### config.mk
export PLATFORM = sky130hd
export DESIGN_NAME = muldiv_unit
export DESIGN_NICKNAME = d
export VERILOG_FILES = /design/src/rtl/muldiv_unit.sv
export SDC_FILE = /design/constraint.sdc
export NUM_CORES = 1
export LEC_CHECK = 0
export BUFFER_PORTS_ARGS = -buffer_cell sky130_fd_sc_hd__buf_2
export CAP_MARGIN = 20
export CORE_MARGIN = 4
export CORE_UTILIZATION = 60
export DETAILED_ROUTE_END_ITERATION = 12
export HOLD_SLACK_MARGIN = 0.15
export PLACE_DENSITY = 0.82
export SLEW_MARGIN = 30
export SYNTH_ARGS = -nofsm -noshare
export SYNTH_HDL_FRONTEND = slang
export SYNTH_SLANG_ARGS = --single-unit
### constraint.sdc
create_clock -name clk -period 4.85 [get_ports clk]
set_clock_uncertainty 0.2 [all_clocks]
set_input_delay 0.2425 -clock clk [delete_from_list [all_inputs] [get_ports clk]]
set_output_delay 0.2425 -clock clk [all_outputs]
set_load 0.01 [all_outputs]
### src/rtl/muldiv_unit.sv
// Sequential MULT/MULTU/DIV/DIVU unit holding the HI/LO registers.
// Define MULDIV_DIV_EN to build the restoring divider datapath.
module muldiv_unit #(
  parameter int WIDTH = 32
) (
  input  logic             clk,
  input  logic             rst_n,
  input  logic             start,
  input  logic [1:0]       op,
  input  logic [WIDTH-1:0] a,
  input  logic [WIDTH-1:0] b,
  input  logic             hi_we,
  input  logic             lo_we,
  output logic             busy,
  output logic             done,
  output logic [WIDTH-1:0] hi,
  output logic [WIDTH-1:0] lo
);

  localparam int CW = $clog2(WIDTH);
`ifdef MULDIV_DIV_EN
  localparam bit DIV_EN = 1'b1;
`else
  localparam bit DIV_EN = 1'b0;
`endif

  typedef enum logic [1:0] {
    IDLE,
    CALC,
    FIX
  } state_t;

  state_t state, nstate;

  logic [1:0]         op_q;
  logic [CW-1:0]      cnt;
  logic [2*WIDTH-1:0] acc;
  logic [WIDTH-1:0]   opb;
  logic               neg_q;
  logic [WIDTH-1:0]   hi_q;
  logic [WIDTH-1:0]   lo_q;
  logic               done_q;

  logic               sgn;
  logic [WIDTH-1:0]   abs_a;
  logic [WIDTH-1:0]   abs_b;
  logic [WIDTH:0]     msum;
  logic [2*WIDTH-1:0] mul_nxt;
  logic [2*WIDTH-1:0] prod;
  logic               is_div;
  logic               last;

  assign sgn    = ~op[0];
  assign abs_a  = (sgn && a[WIDTH-1]) ? -a : a;
  assign abs_b  = (sgn && b[WIDTH-1]) ? -b : b;
  assign is_div = op_q[1];
  assign last   = (cnt == CW'(WIDTH - 1));

  // Shift-add: low half holds the remaining multiplier bits.
  assign msum    = {1'b0, acc[2*WIDTH-1:WIDTH]}
                 + {1'b0, (acc[0] ? opb : '0)};
  assign mul_nxt = {msum, acc[WIDTH-1:1]};
  assign prod    = neg_q ? -acc : acc;

`ifdef MULDIV_DIV_EN
  logic [WIDTH-1:0] rem;
  logic             neg_r;
  logic             dz;
  logic [WIDTH:0]   shr;
  logic [WIDTH:0]   trial;
  logic             fits;
  logic [WIDTH-1:0] rem_nxt;
  logic [WIDTH-1:0] q_nxt;
  logic [WIDTH-1:0] quo;
  logic [WIDTH-1:0] rmd;

  assign shr     = {rem, acc[WIDTH-1]};
  assign trial   = shr - {1'b0, opb};
  assign fits    = ~trial[WIDTH];
  assign rem_nxt = fits ? trial[WIDTH-1:0] : shr[WIDTH-1:0];
  assign q_nxt   = {acc[WIDTH-2:0], fits};
  // A zero divisor yields an all-ones quotient regardless of sign.
  assign quo     = dz ? '1
                 : (neg_q ? -acc[WIDTH-1:0] : acc[WIDTH-1:0]);
  assign rmd     = neg_r ? -rem : rem;
`endif

  always_ff @(posedge clk or negedge rst_n) begin
    if (!rst_n) state <= IDLE;
    else        state <= nstate;
  end

  always_comb begin
    nstate = state;
    case (state)
      IDLE: begin
        if (start) begin
          if (op[1] && !DIV_EN) nstate = FIX;
          else                  nstate = CALC;
        end
      end
      CALC: if (last) nstate = FIX;
      FIX:  nstate = IDLE;
      default: nstate = IDLE;
    endcase
  end

  always_ff @(posedge clk or negedge rst_n) begin
    if (!rst_n) begin
      op_q   <= '0;
      cnt    <= '0;
      acc    <= '0;
      opb    <= '0;
      neg_q  <= 1'b0;
      hi_q   <= '0;
      lo_q   <= '0;
      done_q <= 1'b0;
`ifdef MULDIV_DIV_EN
      rem    <= '0;
      neg_r  <= 1'b0;
      dz     <= 1'b0;
`endif
    end else begin
      done_q <= (state == FIX);
      case (state)
        IDLE: begin
          if (start) begin
            op_q  <= op;
            cnt   <= '0;
            acc   <= {{WIDTH{1'b0}}, abs_a};
            opb   <= abs_b;
            neg_q <= sgn & (a[WIDTH-1] ^ b[WIDTH-1]);
`ifdef MULDIV_DIV_EN
            rem   <= '0;
            neg_r <= sgn & a[WIDTH-1];
            dz    <= (b == '0);
`endif
          end else begin
            if (hi_we) hi_q <= a;
            if (lo_we) lo_q <= a;
          end
        end
        CALC: begin
          cnt <= cnt + CW'(1);
`ifdef MULDIV_DIV_EN
          if (is_div) begin
            acc <= {{WIDTH{1'b0}}, q_nxt};
            rem <= rem_nxt;
          end else begin
            acc <= mul_nxt;
          end
`else
          acc <= mul_nxt;
`endif
        end
        FIX: begin
          if (!is_div) begin
            hi_q <= prod[2*WIDTH-1:WIDTH];
            lo_q <= prod[WIDTH-1:0];
          end
`ifdef MULDIV_DIV_EN
          else begin
            hi_q <= rmd;
            lo_q <= quo;
          end
`endif
        end
        default: ;
      endcase
    end
  end

  assign busy = (state != IDLE);
  assign done = done_q;
  assign hi   = hi_q;
  assign lo   = lo_q;

endmodule
# [Word level (Yosys, flattened, before mapping)]
# Cells that the tools add are included.
[word_totals] reg_bits=171 latch_bits=0 ramBits=0 mem_bits_ro=0 in_bits=71 wordCells=57 n_memories=0
[classes] add_sub_neg=5 mul=0 div_mod_pow=0 order_cmp=0 eq_ne=9 shift=0 mux=20 bitwise_logic=3 n_reduce_logical=11
[ops] op="$mux 32" count=9
[ops] op="$mux 64" count=2
[ops] op="$pmux 32 s2" count=2
[ops] op="$pmux 64 s2" count=1
[ops] op="$neg 32->32" count=2
[ops] op="$neg 64->64" count=1
[ops] op="$add 32x32->33" count=1
[ops] op="$ne 2x2->1 const B" count=6
[ops] op="$pmux 5 s2" count=1
[ops] op="$reduce_and 4->1" count=2
[ops] op="$mux 2" count=3
[ops] op="$reduce_and 2->1" count=3
[ops] op="$reduce_bool 2->1" count=3
[ops] op="$add 5x1->5 const B" count=1
[ops] op="$eq 5x5->1 const B" count=1
[ops] op="$mux 5" count=1
[ops] op="$pmux 2 s2" count=1
[ops] op="$eq 2x1->1 const B" count=1
[ops] op="$eq 2x2->1 const B" count=1
[ops] op="$logic_and 1x1->1" count=2
[ops] op="$logic_not 2->1" count=1
[ops] op="$and 1x1->1" count=1
[ops] op="$not 1->1" count=1
[ops] op="$xor 1x1->1" count=1

# [Logic depth before layout (Yosys ltp)]
[logic_depth] ltp_word=5 ltp_mapped=14 ltp_nobuf=12

# [Worst setup path before layout]
# OpenSTA, ideal clock, no wires.
[synth_path] path_type="register to register" startpoint="reg acc[0]" endpoint="reg acc[61]" setup_time_ns=0.134 t_arrival_ns=2.700 required_time_ns=4.516 setup_slack_ns=1.816 path_stages_with_launch=15 n_path_buf=2 path_cell_list="dfrtp_1 clkbuf_1 clkbuf_1 and2_1 ha_1 inv_1 fa_1 nor2b_1 o211ai_1 a21oi_1 a21o_1 o21ai_0 o31ai_1 xnor2_1 o21ai_0"
[synth_via] elab_chain_cells=3
[synth_rtl] item="start, declared" line="37" text="logic [2*WIDTH-1:0] acc;"
[synth_rtl] item="start signal, assigned" line="130" text="acc <= {{WIDTH{1'b0}}, abs_a};"
[synth_rtl] item="start signal, assigned" line="153" text="acc <= mul_nxt;"
[synth_rtl] item="$mux 32" line="61" text="+ {1'b0, (acc[0] ? opb : '0)};"
[synth_rtl] item="$add 32x32->33" line="61"
[synth_rtl] item="$pmux 64 s2" line="125" text="case (state)"
# Every way passes these cells.
# A chain may end at the register's enable or synchronous reset.

# [Worst setup path in the final report]
[layout_path] startpoint="in a[5]" endpoint="reg acc[25]"
[layout_via] elab_chain_cells=4
[layout_rtl] item="start, declared" line="10" text="input logic [WIDTH-1:0] a,"
[layout_rtl] item="$neg 32->32" line="54" text="assign abs_a = (sgn && a[WIDTH-1]) ? -a : a;"
[layout_rtl] item="$mux 32" line="54"
[layout_rtl] item="$mux 64" line="127" text="if (start) begin"
[layout_rtl] item="$pmux 64 s2" line="125"
# Every way passes these cells. The select of a mux whose other input is x is not followed.

==> impl_metrics.tcl <==
set metrics [dict create \
    wl_met3_um 2740 \
    top_layer "met4" \
    cp.required_ns 4.93 \
    areaGrowthSynthToFinish_pct 21.1 \
    post_synth.cell_area_avg_um2 8.37 \
    hpwl_um 22600 \
    die_area_um2 21300 \
    vdd_drop_max_mv 0.373 \
    timing.fmax_ghz 0.248 \
    drive_above_1_share_pct 13.2 \
    syn_nets 1475 \
    status "completed" \
    period_share_pct 83.0 \
    crit_path_cell_trace "dlygate4sd3_1 > buf_2 > or4_1 > nor4_1 > nand3_1 > nor4_1 > a21oi_1 > xnor2_1 > dlygate4sd3_1 > o21ai_0" \
    avgViaCountPerCell 6.28 \
    ys_ff_latch 170 \
    postCtsSetupBuffers 0 \
    tightest_slew_ns 1.03 \
    drv_slew 0 \
    antenna_found_initial 0 \
    cpPeakStageDelay_ns 0.72 \
    grt_max_degree 128 \
    worst_hold_slack_ns 0.241 \
    io_pins 137 \
    grt_pass1_wl_um 55200 \
    critPathCaptureType "register" \
    port_buffers 136 \
    finish.net_count 1652 \
    hold_viol_final 0 \
    layout_min_cycle_time_ns 4.02 \
    rsz0062_at_grt "false" \
    synth-edff-count 0 \
    cap_violations 0 \
    relSlewSlack_pct 31.4 \
    design_area_um2 13800 \
    num_antenna_cells 0 \
    drtIter0Drc 1075 \
    synth_flop_cell "dfrtp_1" \
    drt-total-wl_um 33400 \
    grt_usage_pct 31.3 \
    gp_congestion 0.935 \
    clock-sinks 170 \
    critical_path_class "in -> reg" \
    cts_tree "built" \
    tns_ns 0 \
    ant_nets 0 \
    fillers 1375 \
    clkTransAtPathRegs_ns 0.07 \
    p_total_mw 8.24 \
    synthCells 1366 \
    first_pass_iters 6 \
    hp-class "in -> async" \
    met1_length_um 13900 \
    ys_types 63 \
    most-common-layout-cells "dfrtp_1 (168), o21ai_0 (159), nand2_1 (154)" \
    ctsResizeCount 0 \
    cts_max_level 4 \
    num_rows 50 \
    synth_warnings 0 \
    vias 11200 \
    overflow 0 \
    setup_violations 0 \
    clockBufferDepth 2 \
    fp.dieW_um 146 \
    p_leak_nw 6.05 \
    cp_slowest_cell "nor4_1" \
    drc 0 \
    post_dp_cell_area_um2 12200 \
    cts-root-buf "clkbuf_16" \
    routed-wl-met2_um 15600 \
    cts_made_buffers 17 \
    core_area_um2 18700 \
    crit_path_start_kind "input pin" \
    clock_latency_ns 0.44 \
    die_h_um 146 \
    start_util_pct 61.1 \
    grt_pass1_vias 11000 \
    wl_per_cell_um 18.7 \
    async_flop_share_pct 100 \
    worstPathArrival_ns 4.11 \
    yosysSeqAreaShare_pct 37.2 \
    layout.cells.most_common "dfrtp_1" \
    synth_area_um2 11400 \
    power_density_nw_per_um2 595 \
    cp_max_fo 4 \
]
## power by group
group          total, mW  leakage, nW  switching (mW)  internal [mW]
clock               1.52        0.313           0.576          0.941
combinational       3.88         3.63            2.23           1.64
sequential          2.84         2.10           0.768           2.08
## registers in the layout, summed over array words and instances (netlist names)
register,cells
hi,32
acc,64
opb,32
lo,32
cnt,5
state,2
done,1
op_q,1
neg_q,1
## layer usage
metal	vias to the layer above	GRT usage (%)
met5	-	0
met4	0	12.4
met3	98	6.02
met2	584	51.1
met1	5299	41.5
li1	5267	-
## cell usage after synthesis (14+ instances only)
library cell,number,area (µm²)
a21o_1,18,135
a21oi_1,69,345
a22oi_1,31,233
and2_1,37,231
clkbuf_1,72,270
dfrtp_1,170,4250
ha_1,37,463
inv_1,22,82.6
nand2_1,155,582
nand2b_1,16,100
nand3_1,40,200
nor2_1,125,469
nor3_1,23,115
nor4_1,14,87.6
o21ai_0,159,796
o31ai_1,62,465
o41ai_1,15,131
xnor2_1,72,631
xor2_1,71,622
## logic make-up after synthesis
logic type	Yosys count	share of synthesized area, %
buffers and inverters	106	3.50
adders and majority gates	38	4.22
muxes	5	0.449
and+or+nand+nor	480	20.2
DFF	170	37.2
xor gates and xnor gates	143	11.0
AOI/OAI and AO/OA	424	23.5
## path summary, 6_finish.rpt
check                      cells after the start     from       to  slack [ns]
max                                           10     a[5]  acc[25]        0.83
min                                            2    rst_n   lo[24]        0.24
max reg2reg                                   12   acc[0]  acc[61]        1.34
min reg2reg                                    2  opb[24]  opb[24]        0.27
max in group asynchronous                      3    rst_n   acc[0]        3.12
min in group clk                               2  opb[24]  opb[24]        0.27
## worst max-delay path: cells and delay by family
kind | cells | cell delay (ns)
xor gates and xnor gates | 1 | 0.17
AOI/OAI and AO/OA | 2 | 0.26
and+or+nand+nor | 4 | 2.18
buffers and inverters | 3 | 1.27
## per-stage QoR
stage / cells / setup slack (ns) / utilization (%)
floorplan: 1366 / 1.82 / -
global placement: 1660 / 1.30 / 65.1
detailed placement: 1660 / 1.15 / 65.2
CTS: 1789 / 1.00 / 73.8
global route: 1790 / 0.583 / 74.0
finish: 1790 / 0.826 / 74.0
## timing repair
action                                  4_1_cts  5_1_grt
endpoints found under the hold margin       209        0
endpoints found under the setup margin        0        0
hold buffers                                 97        0
## cell type report
type	count	area, µm²	area share (%)
well taps	234	293	2.11
inverters	23	86.3	0.623
multi-input cells	1090	6810	49.2
clock buffers	21	460	3.33
flip-flops and latches	170	4260	30.8
repair buffers	241	1740	12.6
clock inverters	11	193	1.39
Note: power is estimated with default switching activity, not from simulation.
